File: src/rtl/instr_fetch.sv
// instr_fetch: small in-order fetch/decode front end.
// Fetches 8-bit instruction words from a combinational ROM and splits each word into opcode/register/immediate
// fields. It then offers the decoded instruction to the execute unit over a valid/ready handshake.
// Optional feature macro: FETCH_JUMP_EN.
//   When it is defined, opcode 10 is a jump: PC <= IR[3:0], and the jump is never issued.
//   When it is undefined (the default build), opcode 10 is a NOP that is never issued.
module instr_fetch #(
   parameter logic [3:0] START_ADDR = 4'd0
) (
   input  logic       clk,
   input  logic       rst,
   input  logic       start,
   output logic [3:0] rom_addr,
   input  logic [7:0] rom_data,
   output logic       issue_valid,
   input  logic       issue_ready,
   output logic [1:0] issue_op,
   output logic [1:0] issue_rd,
   output logic [1:0] issue_rs,
   output logic [3:0] issue_imm,
   output logic       halted,
   output logic       busy
);

   typedef enum logic [1:0] {
      IDLE  = 2'b00,
      FETCH = 2'b01,
      ISSUE = 2'b10,
      HALT  = 2'b11
   } FetchState;

   typedef enum logic [1:0] {
      OP_LDI  = 2'b00,
      OP_HALT = 2'b01,
      OP_JMP  = 2'b10,
      OP_ADD  = 2'b11
   } Opcode;

   FetchState state;
   FetchState nextState;
   logic [3:0] pc;
   logic [3:0] nextPc;
   logic [7:0] ir;
   logic       loadIr;
   Opcode      fetchOp;

   // The opcode decision in FETCH has to be made on the word arriving from the ROM this cycle,
   // not on IR, because IR only captures that word at the closing edge of the FETCH cycle.
   assign fetchOp = Opcode'(rom_data[7:6]);

   // The program counter drives the ROM directly, so the address is stable for the whole cycle.
   // The issue fields always show IR. Outside ISSUE they therefore keep the last fetched word,
   // and they read zero after reset.
   assign rom_addr  = pc;
   assign issue_op  = ir[7:6];
   assign issue_rd  = ir[5:4];
   assign issue_rs  = ir[3:2];
   assign issue_imm = ir[3:0];

   // State register. Reset is asynchronous, so a pending ISSUE is dropped immediately and not at the next edge.
   always_ff @(posedge clk or posedge rst) begin
      if (rst) begin
         state <= IDLE;
      end else begin
         state <= nextState;
      end
   end

   // Program counter and instruction register.
   // PC follows the next-PC decision every cycle.
   // IR only loads while a word is actually being fetched.
   always_ff @(posedge clk or posedge rst) begin
      if (rst) begin
         pc <= '0;
         ir <= '0;
      end else begin
         pc <= nextPc;
         if (loadIr) begin
            ir <= rom_data;
         end
      end
   end

   // Next-state and next-PC decisions.
   // start is honoured only from IDLE or HALT. In FETCH the incoming opcode chooses the next state:
   //   - HALT parks the front end, with PC already pointing past the halt word.
   //   - LDI and ADD go on to be issued.
   //   - Opcode 10 goes straight back to FETCH without being issued, either as a jump or as a NOP depending on the build.
   // ISSUE waits for the execute unit to take the instruction before fetching again.
   always_comb begin
      nextState = state;
      nextPc    = pc;
      loadIr    = 1'b0;
      case (state)
         IDLE, HALT: begin
            if (start) begin
               nextState = FETCH;
               nextPc    = START_ADDR;
            end
         end
         FETCH: begin
            loadIr = 1'b1;
            nextPc = pc + 4'd1;
            case (fetchOp)
               OP_HALT: begin
                  nextState = HALT;
               end
               OP_JMP: begin
`ifdef FETCH_JUMP_EN
                  nextPc = rom_data[3:0];
`endif
                  nextState = FETCH;
               end
               default: begin
                  nextState = ISSUE;
               end
            endcase
         end
         ISSUE: begin
            if (issue_ready) begin
               nextState = FETCH;
            end
         end
         default: begin
            nextState = IDLE;
         end
      endcase
   end

   // Status outputs decoded purely from the current state.
   // Neither start nor issue_ready can reach them combinationally.
   always_comb begin
      issue_valid = 1'b0;
      halted      = 1'b0;
      busy        = 1'b0;
      case (state)
         FETCH: begin
            busy = 1'b1;
         end
         ISSUE: begin
            issue_valid = 1'b1;
            busy        = 1'b1;
         end
         HALT: begin
            halted = 1'b1;
         end
         default: begin
            busy = 1'b0;
         end
      endcase
   end

endmodule

File: config.mk
export PLATFORM = sky130hd
export DESIGN_NAME = instr_fetch
export DESIGN_NICKNAME = d
export VERILOG_FILES = /design/src/rtl/instr_fetch.sv
export SDC_FILE = /design/constraint.sdc
export NUM_CORES = 1
export LEC_CHECK = 0
export CAP_MARGIN = 30
export CORE_MARGIN = 2
export CORE_UTILIZATION = 41
export DETAILED_ROUTE_END_ITERATION = 7
export HOLD_SLACK_MARGIN = 0.15
export PLACE_DENSITY = 0.77
export SLEW_MARGIN = 20
export SYNTH_ARGS = -nofsm -noshare
export SYNTH_HDL_FRONTEND = slang
export SYNTH_SLANG_ARGS = --single-unit
File: constraint.sdc
create_clock -name clk -period 1.85 [get_ports clk]
set_input_delay 0.37 -clock clk [delete_from_list [all_inputs] [get_ports clk]]
set_output_delay 0.37 -clock clk [all_outputs]
set_load 0.1 [all_outputs]
After elaboration in Yosys (flattened, before gate mapping)
Cells that the tools add are included.
{ "word_totals": {"reg_bits": 14, "latchBits": 0, "ramBits": 0, "rom_bits": 0, "inputBits": 12, "out_inout_bits": 17, "elab_cells": 27, "n_memories": 0} }
{ "classes": {"add_sub_neg": 1, "mul": 0, "div_mod_pow": 0, "order_cmp": 0, "eq_ne": 7, "shifts": 0, "mux": 10, "bitwise_logic": 0, "n_reduce_logical": 6} }
{ "op_table": {"columns": ["operator", "count"], "rows": [
  ["4-bit one-hot mux with 2 select lines", 1],
  ["2-bit == test, second input constant", 3],
  ["2-bit one-hot mux with 3 select lines", 1],
  ["4-bit by 1-bit adder with 4-bit output, second input constant", 1],
  ["2-bit by 1-bit == test with 1-bit output, second input constant", 2],
  ["1-bit two-way mux", 4],
  ["2-bit two-way mux", 2],
  ["4-bit two-way mux", 1],
  ["2-bit != test, second input constant", 2],
  ["2-bit one-hot mux with 2 select lines", 1],
  ["2-bit AND reduction", 2],
  ["2-bit OR reduction", 2],
  ["2-bit zero test", 1],
  ["2-bit nonzero test", 1]
]} }

Depth between registers and ports, before layout
Gate-level depths: netlist of the first run.
{ "depth": {"word_depth": 4, "ltp_mapped": 6, "ltp_nobuf": 5} }

Worst setup path before layout of the first run
Ideal clock, no wire load.
{ "synth_timing": {"path_type": "flip-flop to flip-flop", "startpoint": "register state[0]", "endpoint": "register state[0]", "setup_time_ps": 125, "t_arrival_ps": 1746, "required_ps": 1725, "path_slack_ps": -21, "path_stages_with_launch": 5, "path_buffers": 0, "synth_period_minus_slack_ps": 1871, "path_cell_list": "dfrtp_1 -> inv_1 -> ha_1 -> a21oi_2 -> mux2_4"} }
{ "synth_between": {"elab_chain_len": 4, "elab_cells_between_ends": 9, "cone_classes": "5 x eq/ne; 1 x mux; 3 x reduce/logical"} }
{ "synth_rtl": {"columns": ["element", "line", "source"], "rows": [
  ["start, declared", "39", "FetchState state;"],
  ["start signal, assigned", "65", "state <= nextState;"],
  ["2-bit == test or 2-bit zero test (tied branches)", "94", "case (state)"],
  ["2-bit OR reduction", "94", null],
  ["2-bit != test (no line)", null, null],
  ["2-bit AND reduction (no line)", null, null]
]} }
Parallel ways exist; a longest one is shown, timed or not.
A chain may end at the register's enable or synchronous reset.

Worst setup path in the final report of the first run
{ "layout_timing": {"startpoint": "register state[0]", "endpoint": "output port busy"} }
{ "layout_between": {"elab_chain_len": 3, "elab_cells_between_ends": 4, "cone_classes": "2 x eq/ne; 1 x mux; 1 x reduce/logical"} }
{ "layout_rtl": {"columns": ["element", "line", "source"], "rows": [
  ["2-bit == test or 2-bit by 1-bit == test with 1-bit output (tied branches)", "136", "case (state)"],
  ["2-bit OR reduction (no line) (*)", null, null],
  ["1-bit two-way mux (*)", "136", null],
  ["end, declared", "22", "output logic busy"]
]} }
Every way passes the cells marked *; elsewhere a longest branch is shown, timed or not.

==> results summary, run 1 <==
The run finished with clean final reports. The met3 capacity usage during global routing came out at 0.0198. Once the clock tree was built, the setup fixing pass inserted 0 buffers. The top cell types in the final layout, fill and taps aside, are 17 x sky130_fd_sc_hd__buf_12, 14 x sky130_fd_sc_hd__dfrtp_1, 11 x sky130_fd_sc_hd__clkdlybuf4s50_1, 8 x sky130_fd_sc_hd__mux2_2, 6 x sky130_fd_sc_hd__inv_1. The number of synthesis warnings came out at 0. The half-perimeter wire length after detailed placement is 1110 microns. After global routing, the most crowded layer is met2.

Summed over all layers, the routed wires come to 1340 microns. The kind of launch point of the worst setup path is a flip-flop. The share of Yosys cell area claimed by the top area cell type is 0.490. The total nets after synthesis came out at 75. The final count of hold timing violations came out at 0. The core area came out at 1690 sq um. The largest total area in the synthesized netlist belongs to sky130_fd_sc_hd__dfrtp_1. STA classifies the critical path endpoint as an output port.

The routed wire length per instance is 12.9 microns. The count of antenna diodes in the layout is 0. The total negative slack is 0 ps.

For this configuration, the core starts out at a cell density of 0.423. The global-route track usage on met1 is 0.185. The overflow left after global routing came out at 0. The final instance area came out at 1190 sq um. TritonCTS created 3 clock buffers. The total of flip-flops plus latches after synthesis came out at 14. The die is 45.7 microns wide. The max capacitance violation total is 0.

The minimum clock period after layout is 1710 ps. The largest net degree at the start of global routing came out at 15. The insertion delay of the later-clocked pin in the worst-skew pair is 270 ps. Counting the fill cells in the layout gives 120. The synthesized area came out at 714 sq um. The number of global-route vias before repair is 498. The net count reported at finish came out at 105.

The I/O pin count came out at 29. The first global-routing pass estimated 2150 microns of wire. The average cell area after synthesis came out at 12.3 sq um. The die outline area is 2090 sq um. The tree is rooted in a sky130_fd_sc_hd__clkbuf_4.

The height of the chip is 45.7 microns. The relative area change from synthesis to final layout came out at 67.3%. The number of placement rows is 15.

The portion of the clock cycle consumed by the worst path in the final layout is 0.926. The count of instances resized after the clock tree is built is 0. The fraction of final layout cells with drive strength greater than 1 is 0.391. The deepest clock path buffer count came out at 2.

Sorting the synthesized cells by area gives the leading types as sky130_fd_sc_hd__dfrtp_1 49%, sky130_fd_sc_hd__mux2_2 13%, sky130_fd_sc_hd__ha_1 8.8%. The clock input transition at the sequential cells of the worst setup and hold paths is 90 ps. The global-route usage over all layers came out at 0.146. The number of levels the H-tree was split into is 1. The via-per-instance ratio is 4.87.

The number of instances in the synthesized netlist came out at 58. Setup repair after global routing left no endpoint under its margin. The clock drives 14 sinks. In this run the worst hold path is classified as input pin to asynchronous set/reset pin.

The maximum clock frequency came out at 584 MHz. The post-route clock skew is 0.692 ps. The relative slew slack came out at 0.649. The number of antenna violations at the first check in global routing came out at 0.

The placed cell area is 1160 sq um. The minimum hold slack is 423 ps. For the pin with the worst max-slew slack, the measured transition is 527 ps. The largest driver fanout on the critical path is 4.

The number of slew-limit violations in the final report came out at 0. The hold-fix buffer count after cts is 0. The iteration count of the initial detailed-routing pass is 3. The congestion estimate from routability-driven global placement came to 0.773. The library cell used most frequently in the layout, excluding fill and tap cells, is sky130_fd_sc_hd__buf_12.

For this run, design rule violations remaining after detail routing come to 0. The worst setup path category is flip-flop to output port. The distinct cell type count of the synthesized netlist came out at 18. The total via count in the routed design came out at 506. The starting DRC count in detailed routing came out at 2.

The number of antenna-violating nets in the routed design is 0. The quantity of I/O buffers inserted on ports is 28. The final setup violation count is 0. The data required time at the worst endpoint is 1480 ps. The fraction of the yosys area taken by sequential cells is 0.490. At the worst endpoint, the arrival time is 1340 ps. TritonCTS built the clock tree. The met2 track utilization from global routing came out at 0.245.
[registers in the layout, indices dropped and copies added, names as in the netlist]
signal    cells
state         2
ir            8
rom_addr      4
[worst paths after layout]
| check | start | endpoint | slack, ps | cells after the start |
|---|---|---|---|---|
| setup / recovery | state[0] | busy | 140 | 4 |
| hold / removal | rst | state[0] | 420 | 2 |
| setup reg to reg | state[1] | rom_addr[1] | 300 | 4 |
| hold reg to reg | ir[5] | ir[5] | 580 | 1 |
| max in group asynchronous | rst | rom_addr[3] | 1080 | 2 |
| min in group clk | ir[5] | ir[5] | 580 | 1 |
[synthesized netlist by cell type]
master	instances
sky130_fd_sc_hd__inv_1	6
sky130_fd_sc_hd__a22o_1	1
sky130_fd_sc_hd__mux2_4	1
sky130_fd_sc_hd__nand3_1	2
sky130_fd_sc_hd__nor2b_4	1
sky130_fd_sc_hd__dfrtp_1	14
sky130_fd_sc_hd__ha_1	5
sky130_fd_sc_hd__mux2i_1	2
sky130_fd_sc_hd__a21oi_2	1
sky130_fd_sc_hd__nand2b_1	4
sky130_fd_sc_hd__nand3b_1	1
sky130_fd_sc_hd__buf_6	2
sky130_fd_sc_hd__nand2_1	4
sky130_fd_sc_hd__a32o_1	1
sky130_fd_sc_hd__o21ai_0	2
sky130_fd_sc_hd__buf_4	2
sky130_fd_sc_hd__mux2_2	8
sky130_fd_sc_hd__o211ai_1	1
[worst max-delay path, stage by stage (launching register included)]
cell                      delay (ps)
sky130_fd_sc_hd__dfrtp_1         420
sky130_fd_sc_hd__inv_1            70
sky130_fd_sc_hd__ha_2            290
sky130_fd_sc_hd__inv_1           100
sky130_fd_sc_hd__buf_12          180
[layout make-up]
| cell class | instances | area (sq um) | share of cell area |
|---|---|---|---|
| inverters | 6 | 22.5 | 0.0188 |
| multi-input cells | 34 | 307 | 0.257 |
| repair buffers | 29 | 458 | 0.383 |
| flip-flops and latches | 14 | 350 | 0.293 |
| well taps | 17 | 21.3 | 0.0178 |
| clock buffers | 4 | 36.3 | 0.0304 |
[through the flow]
step / setup WS, ps / instances / utilization
finish: 138 / 104 / 0.707
global route: 72.1 / 104 / 0.707
CTS: 129 / 104 / 0.707
detailed placement: 249 / 100 / 0.686
global placement: 251 / 100 / 0.686
floorplan: 99.2 / 58 / -
[metal layers]
metal	vias to the layer above	wire, microns
li1	251	-
met1	239	586
met2	14	678
met3	2	58
met4	0	19
met5	-	0
[kinds of logic (layout without fill, tap and decap cells)]
kind of cell | after synthesis | in the layout | synth area share
AO/OA/AOI/OAI | 6 | 6 | 0.0631
adder cells (fa/ha/maj) | 5 | 5 | 0.0876
buffers and inverters | 10 | 39 | 0.0841
flip-flops | 14 | 14 | 0.490
multiplexers | 11 | 11 | 0.175
AND/OR/NAND/NOR | 12 | 12 | 0.0998
Power of run 1 is left out: the tool's default activity adds up to more than one toggle a clock period on the data nets, which glitch-free logic cannot reach.
==> run 2, diff against run 1 <==
--- a/config.mk
+++ b/config.mk
@@ -6,11 +6,12 @@
 export NUM_CORES = 1
 export LEC_CHECK = 0
 export CAP_MARGIN = 30
-export CORE_MARGIN = 2
+export CORE_MARGIN = 4
 export CORE_UTILIZATION = 41
 export DETAILED_ROUTE_END_ITERATION = 7
+export GPL_TIMING_DRIVEN = 0
 export HOLD_SLACK_MARGIN = 0.15
-export PLACE_DENSITY = 0.77
+export PLACE_DENSITY = 0.88
 export SLEW_MARGIN = 20
 export SYNTH_ARGS = -nofsm -noshare
 export SYNTH_HDL_FRONTEND = slang
==> run 2 against run 1 <==
Design area fell by 13%; critical endpoint unchanged; clock skew grew 2.9 ps; global-route usage down 0.64 points; fmax fell by 4.4%; critical path depth unchanged; core utilization decreased by 4.9 points; wire length is 11% higher; sequential share of layout area increased by 4.4 points; first-iteration DRC count rose to 2.5 times the previous value; clock-buffer cell count unchanged; die area is 18% higher; non-clock buffer count grew 3.
==> results summary, run 2 (synthesized netlist as in run 1, its figures left out) <==
Among cell families on the critical path, the largest total delay comes from flip-flops. The total negative slack is 0 ps (unchanged). The height of the chip came out at 49.7 microns (+8.7%). On the critical path, the stage with the largest delay is an instance of sky130_fd_sc_hd__dfrtp_1. The net count reported at finish is 108 (+2.9%).

The deepest clock path buffer count is 2 (unchanged). The initial cell density of the core came out at 0.453 (+0.0302). The final count of hold timing violations is 0 (unchanged). The global-route wire length before repair was 2500 microns (+16%). STA classifies the critical path startpoint as a flip-flop. The minimum hold slack is 418 ps (-4.96 ps).

The total via count in the routed design is 526 (+4.0%). The die boundary width came out at 49.7 microns (+8.7%). The number of antenna violations at the first check in global routing was 0 (unchanged).

Among the stages of the critical path, the cell type that occurs most often is sky130_fd_sc_hd__inv_1. The weighted congestion at the end of routability-driven global placement came out at 0.783 (+1.2%). The relative area change from synthesis to final layout came out at 45.4%. The overall routed net length is 1490 microns (+11%). The number of buffer and inverter stages on the critical path came to 3 (unchanged). The post-placement setup slack is -475 ps (-725 ps). The max capacitance violation total is 0 (unchanged).

The number of setup buffers added after CTS is 0 (unchanged). The starting DRC count in detailed routing came out at 5 (+3). The I/O pin count is 29 (unchanged). The number of clock buffers inserted by TritonCTS is 3 (unchanged). The core area came out at 1580 sq um (-6.7%). The fraction of final layout cells with drive strength greater than 1 is 0.411 (+0.0203).

The flow ran to the end, and the final reports show no timing, DRC or antenna violations. The largest driver fanout on the critical path is 4 (unchanged). The half-perimeter wire length after detailed placement is 1200 microns (+8.0%). The clock tree root driver cell is sky130_fd_sc_hd__clkbuf_4. The number of global-route vias before repair was 546 (+9.6%). The smallest setup slack after layout came to 59.3 ps (-78.2 ps). The overflow left after global routing came out at 0 (unchanged). The number of placement rows came out at 14 (-1).

Leaving out fill and tap cells, the most frequent cell in the layout is sky130_fd_sc_hd__dfrtp_1. The number of slew-limit violations in the final report is 0 (unchanged). TritonCTS built the clock tree. The hold-fix buffer count after cts came to 0 (unchanged). The number of fill cells in the layout is 126 (+5.0%). The tightest min-delay check is of the input pin to asynchronous set/reset pin type. The most flop-heavy register is ir.

The transition time at the pin with the least slew margin came to 550 ps (+23.8 ps). The number of clock sinks came out at 14 (unchanged). In the layout the commonest cells are 14 x sky130_fd_sc_hd__dfrtp_1, 11 x sky130_fd_sc_hd__clkdlybuf4s50_1, 10 x sky130_fd_sc_hd__clkdlybuf4s15_2, 8 x sky130_fd_sc_hd__mux2_2, 6 x sky130_fd_sc_hd__inv_1. The number of antenna-violating nets in the routed design came out at 0 (unchanged). Walking the worst path, the cells encountered are inv_1 > ha_2 > inv_1 > buf_4. The quantity of I/O buffers inserted on ports came to 28 (unchanged). The detailed-route DRC error count came out at 0 (unchanged).

The insertion delay of the later-clocked pin in the worst-skew pair came out at 280 ps (about the same). The data required time at the worst endpoint came out at 1480 ps (about the same). Setup repair after global routing left no endpoint under its margin.

The iteration count of the initial detailed-routing pass is 2 (-1). The portion of the clock cycle consumed by the worst path in the final layout came out at 0.968 (+0.0423). The minimum clock period after layout is 1790 ps (+78.2 ps). The longest individual stage delay on the worst path is 430 ps (about the same). The global-route usage over all layers came out at 0.140 (-0.00636).

The largest net degree at the start of global routing is 15 (unchanged). The data arrival time of the worst path came out at 1420 ps (+80 ps). The clock input transition at the sequential cells of the worst setup and hold paths is 90 ps (about the same). The via-per-instance ratio is 4.96 (+2.0%). The maximum clock frequency is 558 MHz (-4.4%). The count of antenna diodes in the layout came out at 0 (unchanged). The number of levels the H-tree was split into came out at 1 (unchanged). The routed wire length per instance is 14.0 microns (+8.5%). The die outline area is 2470 sq um (+18%). The worst setup path is captured at an output port. The flip-flop count of the largest register after layout is 8 (unchanged). The relative slew slack came out at 0.635 (-0.0140). The post-route clock skew came out at 3.63 ps (+2.94 ps). The final setup violation count came to 0 (unchanged). The critical path is of the flip-flop to output port type.
[run 2: final timing paths]
kind | from | to | slack [ps] | cells past startpoint
min in group clk | ir[0] | ir[0] | 510 | 1
max | state[0] | busy | 60 | 4
max reg2reg | state[0] | state[0] | 300 | 5
min | rst | ir[4] | 420 | 2
max in group asynchronous | rst | ir[7] | 1070 | 2
min reg2reg | ir[0] | ir[0] | 510 | 1
[run 2: layer usage]
layer	track usage	share of wire	wire, microns	vias to the layer above
li1	-	-	-	259
met1	0.143	0.41	604	242
met2	0.236	0.49	728	20
met3	0.0482	0.076	113	5
met4	0.0968	0.026	38	0
met5	0	0	0	-
[run 2: worst register-to-register path: cells and delay by family, from the launching register on]
kind / cells / cell delay, ps
and+or+nand+nor: 1 / 140
AOI/OAI and AO/OA: 1 / 180
DFF: 1 / 430
buffers and inverters: 1 / 80
muxes: 1 / 320
adders and majority gates: 1 / 290
[run 2: stage by stage]
stage | instance area [sq um] | cells | util
6_report | 1040 | 106 | 0.659
5_1_grt | 1040 | 106 | 0.659
4_1_cts | 1060 | 106 | 0.672
3_5_place_dp | 1020 | 102 | 0.645
3_3_place_gp | 1020 | 102 | 0.645
2_1_floorplan | 717 | 58 | -
[run 2: final cells by class]
type | count | area [sq um] | area share
plain buffers | 4 | 37.5 | 0.0361
clock buffers | 4 | 36.3 | 0.0349
well taps | 16 | 20.0 | 0.0193
flip-flops and latches | 14 | 350 | 0.337
inverters | 6 | 22.5 | 0.0217
repair buffers | 28 | 265 | 0.255
multi-input cells | 34 | 307 | 0.295
[run 2: repair_timing]
| action | 4_1_cts | 5_1_grt |
|---|---|---|
| endpoints found under the setup margin | 17 | 5 |
| resized for setup | 52 | 5 |
| gates cloned | 0 | 0 |
| pin swaps | 0 | 0 |
Power of run 2 is left out for the same reason.
==> run 3, diff against run 2 <==
==> constraint.sdc (replaced) <==
create_clock -name clk -period 1.85 [get_ports clk]
set_input_delay 0.37 -clock clk [delete_from_list [all_inputs] [get_ports clk]]
set_output_delay 0.37 -clock clk [all_outputs]
set_load 0.01 [all_outputs]
==> run 3 against run 2 <==
Via count up 3.6%; critical endpoint unchanged; first-iteration DRC count up 20%; highest routed layer unchanged; largest cell class unchanged; non-clock buffer count rose by 1; die area is the same; global-route usage is 0.66 points lower; fmax rose by 5.9%; wire length decreased by 1.7%; core utilization up 2.3 points; clock skew up 0.93 ps; design area up 3.5%; register-to-register slack improved by 140 ps.
==> results summary, run 3 (synthesized netlist as in run 1, its figures left out) <==
The flow ran to the end, and the final reports show no timing, DRC or antenna violations. The number of slew-limit violations in the final report is 0 (unchanged). The via-per-instance ratio came to 5.09 (+2.6%).

Counting flops per register, the top entry is ir. The number of antenna violations at the first check in global routing came to 0 (unchanged). The number of fill cells in the layout was 120 (-4.8%). The portion of the clock cycle consumed by the worst path in the final layout is 0.914 (-0.0537). The starting DRC count in detailed routing came out at 6 (+1). The total negative slack is 0 ps (unchanged).

The relative area change from synthesis to final layout is 50.4%. The I/O pin count is 29 (unchanged). The final setup violation count is 0 (unchanged).

The data arrival time of the worst path is 1320 ps (-100 ps). The minimum clock period after layout is 1690 ps (-99.3 ps). The relative slew slack came out at 0.640 (+0.00517). The half-perimeter wire length after detailed placement came out at 1120 microns (-6.4%).

The weighted congestion at the end of routability-driven global placement is 0.738 (-5.7%). The data required time at the worst endpoint is 1480 ps (about the same). Clock tree synthesis selected as its root buffer the cell sky130_fd_sc_hd__clkbuf_4.

The fraction of final layout cells with drive strength greater than 1 came out at 0.231 (-0.180). The number of placement rows was 14 (unchanged). The number of antenna-violating nets in the routed design is 0 (unchanged). The total power per unit cell area is 1750 nW/um^2.

The post-layout instance count excluding filler cells was 107 (+0.94%). In the layout the commonest cells are 25 x sky130_fd_sc_hd__clkdlybuf4s50_1, 14 x sky130_fd_sc_hd__dfrtp_1, 8 x sky130_fd_sc_hd__mux2_2, 6 x sky130_fd_sc_hd__inv_1. IR analysis of the VDD net gives a maximum drop of 0.955 mV.

The largest driver fanout on the critical path came out at 4 (unchanged). The endpoint identified for the worst register-to-register timing path is state[0]. The net count reported at finish came out at 109 (+0.93%). The path class of the tightest hold or removal check is input pin to asynchronous set/reset pin.

The die outline area is 2470 sq um (unchanged). The internal reg-to-reg setup slack is 440 ps (+140 ps). The instance count after placement with tap cells included is 102 (unchanged). The flip-flop count of the largest register after layout came out at 8 (unchanged). The number of clock buffers inserted by TritonCTS is 3 (unchanged). Following the worst setup path forward leads to its endpoint at busy. The worst setup path is captured at an output port. The iteration count of the initial detailed-routing pass was 4 (+2).

STA classifies the critical path startpoint as a flip-flop. The number of clock sinks was 14 (unchanged). The routed wire length per instance came out at 13.6 microns (-2.6%).

The final instance area came out at 1070 sq um (+3.5%). The count of antenna diodes in the layout is 0 (unchanged). The number of levels the H-tree was split into was 1 (unchanged). The quantity of I/O buffers inserted on ports is 28 (unchanged). The most critical setup path has its startpoint at state[1]. The total via count in the routed design came to 545 (+3.6%). The die boundary width is 49.7 microns (unchanged). The most common cell after layout, fill and taps aside is sky130_fd_sc_hd__clkdlybuf4s50_1. The final count of hold timing violations came out at 0 (unchanged).

The detailed-route DRC error count came out at 0 (unchanged). The global-route wire length before repair is 2400 microns (-3.8%). The overall routed net length came to 1460 microns (-1.7%). The number of global-route vias before repair came out at 546 (unchanged). The critical path in this run is classified as flip-flop to output port.

The height of the chip came to 49.7 microns (unchanged). The placed cell area came out at 1010 sq um (-0.25%). The logic depth of the worst register-to-register path came out at 5 (unchanged). The maximum clock frequency is 591 MHz (+5.9%). The deepest clock path buffer count came to 2 (unchanged). The insertion delay of the later-clocked pin in the worst-skew pair came out at 280 ps (about the same). The clock input transition at the sequential cells of the worst setup and hold paths came out at 90 ps (about the same). The post-route clock skew is 4.56 ps (+0.934 ps).

The initial cell density of the core is 0.453 (unchanged). The core area is 1580 sq um (unchanged). The global-route usage over all layers came out at 0.133 (-0.00665). The largest net degree at the start of global routing was 15 (unchanged). Setup repair after global routing left no endpoint under its margin.

For this design the static power due to leakage is 0.000516 uW. The critical register-to-register path startpoint is state[0]. TritonCTS built the clock tree. The overflow left after global routing is 0 (unchanged). The transition time at the pin with the least slew margin came out at 540 ps (-10.7 ps). The hold-fix buffer count after cts came out at 0 (unchanged). The max capacitance violation total came out at 0 (unchanged).
-- run 3: through the flow --
stage               setup WS (ps)   util  hold WS (ps)  power (uW)
floorplan                     394      -           259        1180
global placement              112  0.644           491        1620
detailed placement           89.0  0.644           498        1660
CTS                          13.4  0.679           439        1910
global route                 90.9  0.682           487        2020
finish                        159  0.682           420        1880
-- run 3: worst min-delay path by stage --
| stage | start | slack [ps] | to |
|---|---|---|---|
| after CTS | rst | 440 | ir[1] |
| after global routing | rst | 490 | ir[1] |
| after detailed placement | ir[1] | 500 | ir[1] |
| final | rst | 420 | ir[0] |
| after floorplan | rst | 260 | ir[0] |
| after global placement | ir[0] | 490 | ir[0] |
-- run 3: cell type report --
type | instances | area, sq um | area share
Tap cell | 16 | 20.0 | 0.0186
Inverter | 6 | 22.5 | 0.0210
Timing Repair Buffer | 29 | 292 | 0.271
Multi-Input combinational cell | 34 | 317 | 0.295
Buffer | 4 | 37.5 | 0.0349
Sequential cell | 14 | 350 | 0.326
Clock buffer | 4 | 36.3 | 0.0338
-- run 3: what timing repair did --
item / 4_1_cts / 5_1_grt
gates cloned: 0 / 0
setup buffers: 1 / 0
endpoints found under the hold margin: 0 / 0
resized for setup: 2 / 2
endpoints found under the setup margin: 2 / 2
-- run 3: report_power, final --
part / internal, uW / total, uW / switching [uW]
Sequential: 453 / 552 / 99.3
Clock: 120 / 221 / 101
Combinational: 677 / 1110 / 430
Total: 1250 / 1880 / 631
-- run 3: per-layer routing --
metal / track usage / wire (microns) / vias up
li1: - / - / 260
met5: 0 / 0 / -
met4: 0.111 / 51 / 0
met3: 0.0301 / 86 / 5
met1: 0.143 / 604 / 258
met2: 0.220 / 717 / 22
-- run 3: worst max-delay path, cell delays in order (launching register included) --
cell and delay, ps:
sky130_fd_sc_hd__dfrtp_1 430, sky130_fd_sc_hd__ha_4 310, sky130_fd_sc_hd__inv_1 30, sky130_fd_sc_hd__dlygate4sd2_1 270
No activity file was read; power rests on OpenSTA's default activity.
